### src/rtl/apb_pkg.sv
// Shared definitions for APB completers: FSM state encoding, strobe width and address decode helper.
package apb_pkg;

  typedef enum logic [1:0] {
    APB_C_IDLE = 2'd0,
    APB_C_WAIT = 2'd1,
    APB_C_DONE = 2'd2
  } apb_c_state_e;

  localparam int unsigned APB_STRB_W = 4;

  // Word index from a byte address; the two low address bits are dropped.
  function automatic logic [31:0] apb_reg_idx(input logic [31:0] addr);
    return {2'b00, addr[31:2]};
  endfunction

endpackage

### src/rtl/apb_wait_counter.sv
// Wait-state counter for APB completers: load at setup, decrement per access cycle, flag terminal count.
module apb_wait_counter #(
  parameter int unsigned Width = 4
) (
  input  logic             HCLK,
  input  logic             HRESETn,
  input  logic             load_i,
  input  logic [Width-1:0] load_val_i,
  input  logic             dec_i,
  output logic             tc_o
);

  logic [Width-1:0] cnt_d, cnt_q;

  always_comb begin
    cnt_d = cnt_q;
    if (load_i) begin
      cnt_d = load_val_i;
    end else if (dec_i && (cnt_q != '0)) begin
      cnt_d = cnt_q - 1'b1;
    end
  end

  always_ff @(posedge HCLK or negedge HRESETn) begin
    if (!HRESETn) begin
      cnt_q <= '0;
    end else begin
      cnt_q <= cnt_d;
    end
  end

  // Terminal count is one: the last wait cycle hands over to the ready cycle.
  assign tc_o = (cnt_q == Width'(1));

endmodule

### src/rtl/apb_reg_completer.sv
// APB3/APB4 completer with a small register bank, programmable wait states, byte strobes and
// error response; register contents are exported as a flat vector with per-register write pulses.
module apb_reg_completer
  import apb_pkg::*;
#(
  parameter int unsigned ADDRWIDTH   = 16,
  parameter int unsigned DATAWIDTH   = 32,
  parameter int unsigned NUM_REGS    = 8,
  parameter int unsigned WAIT_CYCLES = 0,
  parameter logic [31:0] ID_VALUE    = 32'hA5B0_0001
) (
  input  logic                          HCLK,
  input  logic                          HRESETn,
  input  logic                          PCLKEN,
  input  logic                          PSEL,
  input  logic                          PENABLE,
  input  logic [ADDRWIDTH-1:0]          PADDR,
  input  logic                          PWRITE,
  input  logic [DATAWIDTH-1:0]          PWDATA,
  input  logic [APB_STRB_W-1:0]         PSTRB,
  input  logic [2:0]                    PPROT,
  output logic [DATAWIDTH-1:0]          PRDATA,
  output logic                          PREADY,
  output logic                          PSLVERR,
  output logic [NUM_REGS*DATAWIDTH-1:0] reg_out,
  output logic [NUM_REGS-1:0]           wr_pulse
);

  localparam int unsigned IdxW = (NUM_REGS > 1) ? $clog2(NUM_REGS) : 1;

  apb_c_state_e         state_d, state_q;
  logic                 pready_d, pready_q;
  logic                 pslverr_d, pslverr_q;
  logic [DATAWIDTH-1:0] prdata_d, prdata_q;
  logic [NUM_REGS-1:0]  wr_pulse_d, wr_pulse_q;
  logic [DATAWIDTH-1:0] regs_d [NUM_REGS];
  logic [DATAWIDTH-1:0] regs_q [NUM_REGS];

  logic [31:0]          idx;
  logic [IdxW-1:0]      idx_l;
  logic                 err;
  logic [DATAWIDTH-1:0] rd_data;
  logic                 commit, cnt_load, cnt_dec, cnt_tc;
  logic                 unused_pprot;

  assign unused_pprot = ^PPROT;

  assign idx   = apb_reg_idx(32'(PADDR));
  assign idx_l = idx[IdxW-1:0];
  assign err   = (idx >= NUM_REGS) || (PWRITE && (idx == 32'd0));

  always_comb begin
    rd_data = '0;
    if (!err) begin
      rd_data = (idx_l == '0) ? ID_VALUE : regs_q[idx_l];
    end
  end

  apb_wait_counter #(
    .Width(4)
  ) u_wait_counter (
    .HCLK      (HCLK),
    .HRESETn   (HRESETn),
    .load_i    (cnt_load),
    .load_val_i(4'(WAIT_CYCLES)),
    .dec_i     (cnt_dec),
    .tc_o      (cnt_tc)
  );

  // All state advances only on PCLKEN; outputs are recomputed from the next state so they
  // appear registered and simply hold while PCLKEN is low.
  always_comb begin
    state_d   = state_q;
    pready_d  = pready_q;
    pslverr_d = pslverr_q;
    prdata_d  = prdata_q;
    commit    = 1'b0;
    cnt_load  = 1'b0;
    cnt_dec   = 1'b0;
    if (PCLKEN) begin
      unique case (state_q)
        APB_C_IDLE: begin
          if (PSEL && !PENABLE) begin
            cnt_load = 1'b1;
            state_d  = (WAIT_CYCLES == 0) ? APB_C_DONE : APB_C_WAIT;
          end
        end
        APB_C_WAIT: begin
          if (!PSEL) begin
            state_d = APB_C_IDLE;
          end else begin
            cnt_dec = 1'b1;
            if (cnt_tc) state_d = APB_C_DONE;
          end
        end
        APB_C_DONE: begin
          if (!PSEL) begin
            state_d = APB_C_IDLE;
          end else if (PENABLE) begin
            state_d = APB_C_IDLE;
            commit  = PWRITE && !err;
          end
        end
        default: state_d = APB_C_IDLE;
      endcase
      pready_d  = (state_d == APB_C_DONE);
      pslverr_d = pready_d && err;
      prdata_d  = (pready_d && !PWRITE) ? rd_data : '0;
    end
  end

  always_comb begin
    regs_d     = regs_q;
    wr_pulse_d = '0;
    if (commit) begin
      wr_pulse_d[idx_l] = 1'b1;
      for (int b = 0; b < APB_STRB_W; b++) begin
        if (PSTRB[b]) regs_d[idx_l][8*b +: 8] = PWDATA[8*b +: 8];
      end
    end
  end

  always_ff @(posedge HCLK or negedge HRESETn) begin
    if (!HRESETn) begin
      state_q    <= APB_C_IDLE;
      pready_q   <= 1'b0;
      pslverr_q  <= 1'b0;
      prdata_q   <= '0;
      wr_pulse_q <= '0;
      for (int i = 0; i < NUM_REGS; i++) regs_q[i] <= '0;
    end else begin
      state_q    <= state_d;
      pready_q   <= pready_d;
      pslverr_q  <= pslverr_d;
      prdata_q   <= prdata_d;
      wr_pulse_q <= wr_pulse_d;
      regs_q     <= regs_d;
    end
  end

  always_comb begin
    reg_out = '0;
    for (int i = 0; i < NUM_REGS; i++) begin
      reg_out[i*DATAWIDTH +: DATAWIDTH] = (i == 0) ? ID_VALUE : regs_q[i];
    end
  end

  assign PRDATA   = prdata_q;
  assign PREADY   = pready_q;
  assign PSLVERR  = pslverr_q;
  assign wr_pulse = wr_pulse_q;

endmodule
### config.mk
export PLATFORM = sky130hd
export DESIGN_NAME = apb_reg_completer
export DESIGN_NICKNAME = d
export VERILOG_FILES = /design/src/rtl/apb_pkg.sv /design/src/rtl/apb_wait_counter.sv /design/src/rtl/apb_reg_completer.sv
export SDC_FILE = /design/constraint.sdc
export NUM_CORES = 1
export LEC_CHECK = 0
export ABC_AREA = 1
export CORE_MARGIN = 2
export CORE_UTILIZATION = 45
export DETAILED_ROUTE_END_ITERATION = 10
export HOLD_SLACK_MARGIN = 0.08
export PLACE_DENSITY_LB_ADDON = 0.05
export SLEW_MARGIN = 10
export SYNTH_ARGS = -nofsm -noshare
export SYNTH_HDL_FRONTEND = slang
export SYNTH_HIERARCHICAL = 1
export SYNTH_SLANG_ARGS = --single-unit
### constraint.sdc
create_clock -name HCLK -period 1.75 [get_ports HCLK]
set_input_delay 0.35 -clock HCLK [delete_from_list [all_inputs] [get_ports HCLK]]
set_output_delay 0.35 -clock HCLK [all_outputs]
set_load 0.005 [all_outputs]
==> results.py <==
metrics = {
    "run_status": {
        "status": "finished clean",
    },
    "clock_tree": {
        "cts_max_level": 2,
        "clkSinkCount": 296,
        "clk_pin_slew_worst_paths_ps": 60,
        "cts_inserted_buffers": 36,
        "root_buffer": "clkbuf_16",
        "cts_buffer_depth": 3,
        "worst_skew_pair.late_latency_ps": 520,
        "cts_tree": "done",
    },
    "placement": {
        "pre_cts_slack_ps": -480,
        "dp_hpwl_um": 38200,
        "gp_congestion": 0.868,
        "portBuffers": 321,
    },
    "synthesis": {
        "synth-edff-count": 0,
        "synth.most_common_cell": "nand2_1",
        "ys_seq_area_share_pct": 43.8,
        "synth_flop_cell": "dfrtp_1",
        "synth_warnings": 6,
        "synthTopCellsByArea": "dfrtp_1 44%, nand2_1 25%, buf_4 13%",
        "ys_ff_latch": 296,
        "ys_async_sr_fraction_pct": 100,
        "synth_area_mm2": 0.0169,
        "synth_top_area_share_pct": 43.8,
        "synth_cells": 2198,
        "synth_commonest_cells": "1106 x nand2_1, 296 x dfrtp_1, 285 x buf_4, 228 x nand4_1, 70 x clkbuf_1",
        "yosysTopAreaCell": "dfrtp_1",
        "yosysUniqueCellTypes": 37,
        "synth_area_per_cell_um2": 7.69,
    },
    "timing": {
        "tightestPinTransition_ps": 557,
        "slew_headroom_pct": 62.9,
        "period_minus_slack_ps": 1730,
        "setup_tns_ps": 0,
        "rsz0062_at_grt": "true",
        "clock_skew_ps": 8.28,
        "hold_ws_ps": 155,
        "slew_violations": 0,
        "finalHoldViolCount": 0,
        "setup_viol": 0,
        "final.setup.worst_slack_ps": 24.2,
        "fmax_mhz": 579,
        "final.period_utilization_pct": 98.6,
    },
    "setup_path": {
        "crit_type": "reg -> out",
        "crit_chain": "clkdlybuf4s50_1",
        "cp_data_arrival_time_ps": 1380,
        "path_buf_inv": 1,
        "path_delay_family": "buffers and inverters",
        "slowest_delay_ps": 510,
        "crit_slowest_cell": "clkdlybuf4s50_1",
        "crit_path_max_fanout": 2,
        "endpoint_kind": "primary output",
        "crit_path_start_kind": "flip-flop",
        "cp.required_ps": 1400,
    },
    "global_routing": {
        "grt_pass1_vias": 15603,
        "grt_first_pass_wirelength_um": 88700,
        "grt_max_degree": 70,
        "grt_use_total_pct": 29.3,
        "antenna_found_initial": 2,
        "overflow": 0,
    },
    "floorplan": {
        "start_util_pct": 45.9,
        "dieArea_mm2": 0.0391,
        "ios": 359,
        "die_x_um": 198,
        "design.core.area_mm2": 0.0368,
        "fp-row-count": 70,
        "die_y_um": 198,
    },
    "job": {
        "maxCapViolCount": 0,
    },
    "min_path": {
        "hp-class": "in -> reg",
    },
    "pwr": {
        "power.share.sequential_pct": 44.5,
        "p_leak_nw": 13.9,
        "power.share.clock_pct": 47.2,
        "power.share.switching_pct": 24.8,
        "combinationalPowerShare_pct": 8.3,
        "power_switching_mw": 3.86,
        "max-vdd-ir-drop_mv": 0.528,
        "intPower_mw": 11.7,
        "pwr_density_cell_mw_per_mm2": 700,
    },
    "detailed_routing": {
        "dr_total_vias": 15882,
        "ant_nets": 0,
        "drc_errors": 0,
        "drt_first_pass_iters": 5,
        "wl_per_cell_um": 19.0,
        "top_layer": "met5",
        "wirelength_met1_um": 24400,
        "met3_length_um": 4450,
        "wl_um": 57100,
        "drt-initial-drc-count": 1280,
        "met2_length_um": 26200,
        "drt-vias-per-instance": 5.28,
    },
    "cells_and_area": {
        "final_nets": 2575,
        "drive_gt1_share_pct": 17.8,
        "syn2layout_area_growth_pct": 31.5,
        "n_fill_cell": 3399,
    },
}
-- registers in the layout, summed over array words and instances (netlist names) --
name	count
wr_pulse	8
PRDATA	32
state_q	2
u_wait_counter/cnt_q	4
regs_q	24
PREADY	1
PSLVERR	1
reg_out	224
-- cell usage in the layout (no fill, tap or decap), drive strengths merged, types with 2 or more instances in the layout --
| cell type | count |
|---|---|
| dfrtp | 296 |
| nand4 | 256 |
| o21ai | 17 |
| buf | 337 |
| diode | 2 |
| clkbuf | 56 |
| nand2 | 1110 |
| bufinv | 2 |
| dlymetal6s2s | 47 |
| a22oi | 2 |
| inv | 22 |
| nand3b | 2 |
| ha | 2 |
| clkdlybuf4s50 | 59 |
| clkinv | 8 |
| nor2 | 28 |
| nor3 | 2 |
| nand3 | 39 |
| dlygate4sd2 | 207 |
| conb | 37 |
-- logic make-up after synthesis --
group	count (synthesis)	synth area share, %
adder cells (fa/ha/maj)	2	0.148
AO/OA/AOI/OAI	21	0.659
buffers and inverters	436	16.6
AND/OR/NAND/NOR	1440	38.7
other	2	0.0444
flip-flops	296	43.8
XOR/XNOR	1	0.0518
-- repair_timing --
action                                 CTS  global route
endpoints found under the hold margin   35             0
hold buffers                             1             0
pin swaps                                0             4
gates cloned                             0             2
gates resized for setup                208            65
setup endpoints to repair              252           167
buffers inserted                       173            13
-- metrics by stage --
step	power [mW]	cells	area (um^2)	utilization [%]
final	15.5	3007	22200	60.4
after CTS	15.6	2990	21800	59.4
after global placement	8.27	2753	19600	53.4
after detailed placement	8.28	2753	19600	53.4
after global routing	16.1	3005	22200	60.4
after floorplan	7.58	2233	17000	-
-- metal layers --
| layer | track usage [%] | vias up |
|---|---|---|
| li1 | - | 7442 |
| met1 | 40.3 | 7597 |
| met2 | 46.3 | 720 |
| met3 | 4.58 | 121 |
| met4 | 12.2 | 2 |
| met5 | 0 | - |
-- area by class of cell --
cell class / instances / area, um^2 / area share (%)
clock inverter: 9 / 97.6 / 0.439
inverter: 24 / 93.8 / 0.422
multi-input combinational: 1501 / 6910 / 31.1
antenna: 2 / 5.00 / 0.0225
tap: 468 / 586 / 2.63
sequential: 296 / 7410 / 33.3
timing repair buffer: 653 / 6080 / 27.4
clock buffer: 54 / 1040 / 4.68
-- power groups by stage --
stage | sequential, mW | combinational [mW] | clock (mW)
global placement | 7.03 | 1.24 | 0
global route | 6.92 | 1.39 | 7.75
finish | 6.92 | 1.29 | 7.34
detailed placement | 7.03 | 1.25 | 0
floorplan | 7.03 | 0.553 | 0
CTS | 6.91 | 1.25 | 7.44
-- worst paths after layout --
| path | start | endpoint | slack (ps) | cells after the start |
|---|---|---|---|---|
| max | reg_out[41] | reg_out[41] | 20 | 1 |
| min | PSTRB[0] | reg_out[224] | 160 | 3 |
| min reg2reg | regs_q[225] | regs_q[225] | 370 | 0 |
| max in group asynchronous | HRESETn | reg_out[236] | 650 | 3 |
| max reg2reg | u_wait_counter/cnt_q[1] | PRDATA[28] | 90 | 11 |
| min in group asynchronous | HRESETn | reg_out[225] | 360 | 2 |
No activity file was read; power rests on OpenSTA's default activity.
==> patch 1: new RTL, same settings <==
The 3 states of `apb_c_state_e` get a one-hot encoding in 3 bits.
--- a/src/rtl/apb_pkg.sv
+++ b/src/rtl/apb_pkg.sv
@@ -2,8 +2,8 @@
 package apb_pkg;
 
-  typedef enum logic [1:0] {
-    APB_C_IDLE = 2'd0,
-    APB_C_WAIT = 2'd1,
-    APB_C_DONE = 2'd2
+  typedef enum logic [2:0] {
+    APB_C_IDLE = 3'b001,
+    APB_C_WAIT = 3'b010,
+    APB_C_DONE = 3'b100
   } apb_c_state_e;
 
Function: no difference found for any inputs over 4 cycles, from zero or initial values and one cycle with HRESETn low; so few cycles prove little.
==> patch 1 against the original RTL <==
Routed wire length fell by 0.67%. Area after synthesis down 5.2%. Worst setup slack better by 0.019 ns. Fmax up 1.1%. Sequential cell count is 23 lower. Critical endpoint is now reg_out[146]$_DFFE_PN0P_. Design area shrank 1.9%. Total power is 4.9% lower. Register-to-register slack lost 0.03 ns.
==> patch 1: results (changes against the original RTL) <==
The clock latency on the worst-skew pair came out at 0.57 ns (+0.05 ns). For the global-route wire length before repair, the log shows 85400 um (-3.8%). Net count reported at finish: 2497 (-3.0%). For the sequential cell area fraction in the yosys report, the log shows 42.6% (-1.2 points). Final HPWL from detailed placement: 37400 um (-2.3%). The internal power was 11.1 mW (-4.7%); the highest net fanout along the worst path was 5 (+3). The maximum level of the CTS H-tree was 1 (-1). The run gives 6.98 mW (-4.9%) as the reported clock group power.

Fraction of final layout cells sized beyond drive strength 1: 20.4% (+2.6 points). The actual slew at the worst max-slew pin was 0.606 ns (+0.0497 ns). The largest net degree at the start of global routing is 64 (-8.6%). The run gives 187 (+8.1%) as the setup fix buffers added after clock tree synthesis. The logs give 272 (+31%) for the number of resized instances in the post-cts repair step and 15.4k (-3.2%) for the detailed-route via count.

For the final routed wirelength across all metal layers, the log shows 56800 um (-0.67%). The worst setup timing slack at the placement stage came out at -0.539 ns (-0.0598 ns). The number of fillers in the final layout is 3222 (-5.2%), and the number of CTS-inserted buffers is 31 (-14%). The per-cell routed wire length was 19.5 um (+2.4%); the setup skew after layout was 0.0172 ns (+0.00891 ns). The run finished with clean final reports. The final weighted congestion in routability-driven placement was 0.892 (+2.8%). The worst hold path belongs to the class in2async.

The compound-gate portion of the synthesized area was 0.796% (+0.14 points). Post-route cell area: 0.0218 mm2 (-1.9%). The global routing usage summed across all routing layers came out at 30.0% (+0.62 points).

The share of power burned in registers is 43.2% (-1.3 points).
==> patch 1: changes by cell type after synthesis, moves of 11 or more <==
cell,before,now
buf_1,17,6
nand2_1,1106,813
nor2_1,22,100
nor2b_1,0,24
nand3_1,36,67
dfrtp_1,296,272
clkbuf_1,70,44
inv_1,12,88
==> patch 1: layout make-up <==
cell class / instances / area share [%]
Antenna cell: 2 / 0.0230
Clock buffer: 38 / 3.86
Clock inverter: 15 / 1.06
Inverter: 96 / 1.66
Multi-Input combinational cell: 1345 / 30.0
Sequential cell: 273 / 31.3
Tap cell: 461 / 2.65
Timing Repair Buffer: 687 / 29.5
==> patch 1: final timing paths <==
path	from	end	slack (ns)	cells past startpoint
worst min register to register	PRDATA[6]$_DFFE_PN0P_	PRDATA[6]$_DFFE_PN0P_	0.47	2
worst min-delay path	HRESETn	reg_out[196]$_DFFE_PN0P_	0.26	2
min in group HCLK	PSTRB[1]	reg_out[173]$_DFFE_PN0P_	0.29	4
worst max register to register	u_wait_counter/cnt_q[1]$_DFFE_PN0P_	PRDATA[10]$_DFFE_PN0P_	0.06	10
worst max-delay path	PADDR[4]	reg_out[146]$_DFFE_PN0P_	0.04	11
max in group asynchronous	HRESETn	reg_out[93]$_DFFE_PN0P_	0.83	3
==> patch 1: worst max-delay path, cell delays in order <==
cell             delay (ns)
clkdlybuf4s50_1        0.52
nor2_4                 0.06
nand3_2                0.12
buf_4                  0.14
nand4_4                0.16
nor2_8                 0.23
buf_12                 0.16
buf_12                 0.14
clkbuf_16              0.14
nand4_1                0.09
nand2_1                0.08
==> patch 1: layer usage <==
metal	wire length (um)	vias up	GRT usage, %
li1	-	7134	-
met1	24000	7442	41.9
met2	26500	685	48.1
met3	4710	111	4.35
met4	1520	2	9.16
met5	7	-	0
==> patch 2: new RTL, same flow settings <==
Without the edit above. The package constant `APB_STRB_W` goes from 4 to 6.
--- a/src/rtl/apb_pkg.sv
+++ b/src/rtl/apb_pkg.sv
@@ -8,5 +8,5 @@
   } apb_c_state_e;
 
-  localparam int unsigned APB_STRB_W = 4;
+  localparam int unsigned APB_STRB_W = 6;
 
   // Word index from a byte address; the two low address bits are dropped.
Interface: changed (resized PSTRB); port bits go from 359 to 361. No check against the original RTL was run, so the function may have changed too.
==> patch 2 against the original RTL <==
Area after synthesis down 0.85%. Routed wire length up 5.2%. Sequential share of layout area down 0.13 points. Sequential cell count unchanged. Worst setup slack worse by 0.060 ns. First-iteration DRC count up 2.3%. Global-route usage up 1.1 points. The run now ends with setup timing left. Design area up 0.42%. Total power down 0.27%. Clock power down 1%.
==> patch 2: results (changes against the original RTL) <==
The final HPWL from detailed placement is 39200 um (+2.5%), and the critical path required time is 2.16 ns (+0.76 ns). The tightest min-delay check is of the in2reg type. Post-place instance area: 0.0195 mm2 (-0.56%). The worst reg2reg path depth is 9 (-2), and the total instance count after detailed placement is 2773 (+0.73%).

The sequential cell area fraction in the yosys report is 44.2% (+0.38 points), and the share of power burned in the clock network is 46.8% (-0.4 points). The highest net fanout along the worst path works out to 8 (+6). The async set-or-reset flop fraction in the synthesized netlist was 100% (unchanged). The average footprint of a synthesized cell was 7.53 um2 (-2.0%); the final routed wirelength across all metal layers was 60100 um (+5.2%). The tools report the end of the critical path as reg_out[53]$_DFFE_PN0P_. The final worst-path setup slack was -0.0358 ns (-0.0600 ns); the global-route wire length before repair was 91200 um (+2.8%). The number of resized instances in the post-cts repair step is 212 (+1.9%), and the actual slew at the worst max-slew pin is 0.578 ns (+0.0218 ns). The worst reg2reg path startpoint is state_q[0]$_DFFE_PN0P_. The internal power is 11.6 mW (-0.50%). The final non-filler cell total came out at 3042 (+1.2%). Flip-flop count of the largest register after layout: 224 (unchanged). The number of antenna violations at the first check in global routing is 4 (+2), and the number of global-route vias before repair is 15.8k (+1.2%). The global routing usage summed across all routing layers is 30.5% (+1.1 points). The tools report the number of CTS-inserted buffers as 36 (unchanged). The maximum cell stage delay along the critical path came out at 0.42 ns (-0.09 ns). The maximum vdd ir drop was 0.545 mV (+3.3%); the number of cells on the worst hold path was 4 (+1). On the critical path, the stage with the largest delay is an instance of dfrtp_1. For the worst-skew pair, the clock arrives at the later sink with an insertion delay of 0.53 ns. For the largest net degree at the start of global routing, the log shows 57 (-19%).

For the number of distinct library cells after synthesis, the log shows 32 (-14%). The final setup violation count was 14 (+14). The tools report the iteration count of the initial detailed-routing pass as 7 (+2). The final weighted congestion in routability-driven placement is 0.873 (+0.55%), and the flip-flop and latch power is 6.91 mW (about the same). Ranked by total cell area, the synthesized netlist is headed by dfrtp_1 44%, nand2_1 25%, buf_4 12%. The clock edge transition at the registers on the reported setup and hold paths is 0.06 ns (about the same). The number of I/O port buffers is 321 (unchanged).

The tools report the setup skew after layout as 0.0186 ns (+0.0104 ns). Setup fix buffers added after clock tree synthesis: 184 (+6.4%). The per-cell via count in the routed design works out to 5.30 (+0.26%). The final reports fail on setup timing. Net switching power: 3.87 mW (+0.43%). The cell family contributing the most delay on the critical path is simple AND/OR/NAND/NOR gates. For the yosys synthesis warning count, the log shows 6 (unchanged).

The fraction of final layout cells sized beyond drive strength 1 works out to 18.2% (+0.35 points). Ranked by instance count, the synthesized netlist is headed by 1109 x nand2_1, 296 x dfrtp_1, 273 x buf_4. Net count reported at finish: 2612 (+1.4%). The flow ran to the end, but the final reports show violations. For the maximum level of the CTS H-tree, the log shows 2 (unchanged).

The run gives 1310 (+2.3%) as the DRC marker count from the first detailed-route iteration. For hold timing, the worst endpoint is wr_pulse[6]$_DFF_PN0_. In this run the most critical hold path is launched from PADDR[2].

The run gives 13.8 nW (-0.56%) as the static leakage. The worst setup path is launched from a flop.
==> patch 2: cell count changes after synthesis, moves of 9 or more <==
cell,delta
buf_2,+19
nand4_4,-11
nor2_1,+20
o21ai_0,+9
inv_1,+15
buf_4,-12
==> patch 2: area by class of cell <==
| cell class | instances | area, um2 |
|---|---|---|
| clock inverter | 8 | 67.6 |
| fill | 3438 | 14300 |
| sequential | 296 | 7410 |
| timing repair buffer | 661 | 6230 |
| clock buffer | 54 | 1060 |
| multi-input combinational | 1514 | 6810 |
| antenna | 3 | 7.51 |
| tap | 468 | 586 |
| inverter | 38 | 144 |
==> patch 2: cell families (layout without fill, tap and decap cells) <==
| logic type | Yosys count | in the layout | synth area share (%) |
|---|---|---|---|
| XOR/XNOR | 1 | 1 | 0.0523 |
| buffers and inverters | 449 | 761 | 16.8 |
| AO/OA/AOI/OAI | 24 | 24 | 0.732 |
| adder cells (fa/ha/maj) | 2 | 2 | 0.149 |
| other | 2 | 40 | 0.0448 |
| flip-flops | 296 | 296 | 44.2 |
| AND/OR/NAND/NOR | 1450 | 1450 | 38.1 |
==> patch 2: routing by layer <==
layer	share of wire [%]	GRT usage (%)	vias to the layer above	wire [um]
met5	0	0	-	0
li1	-	-	7494	-
met1	44	42.2	7791	26200
met2	46	48.4	736	27400
met3	8.4	5.75	87	5060
met4	2.5	9.72	0	1490
==> patch 2: through the flow <==
step                utilization [%]  hold slack, ns  TNS (ns)  setup WS, ns
floorplan                         -          0.0544         0        0.0679
global placement               53.4           0.274    -95.15        -0.427
detailed placement             53.4           0.272    -95.58        -0.442
CTS                            59.6           0.242         0      0.000328
global route                   61.0           0.290    -16.99        -0.137
finish                         61.0           0.267    -0.145       -0.0358
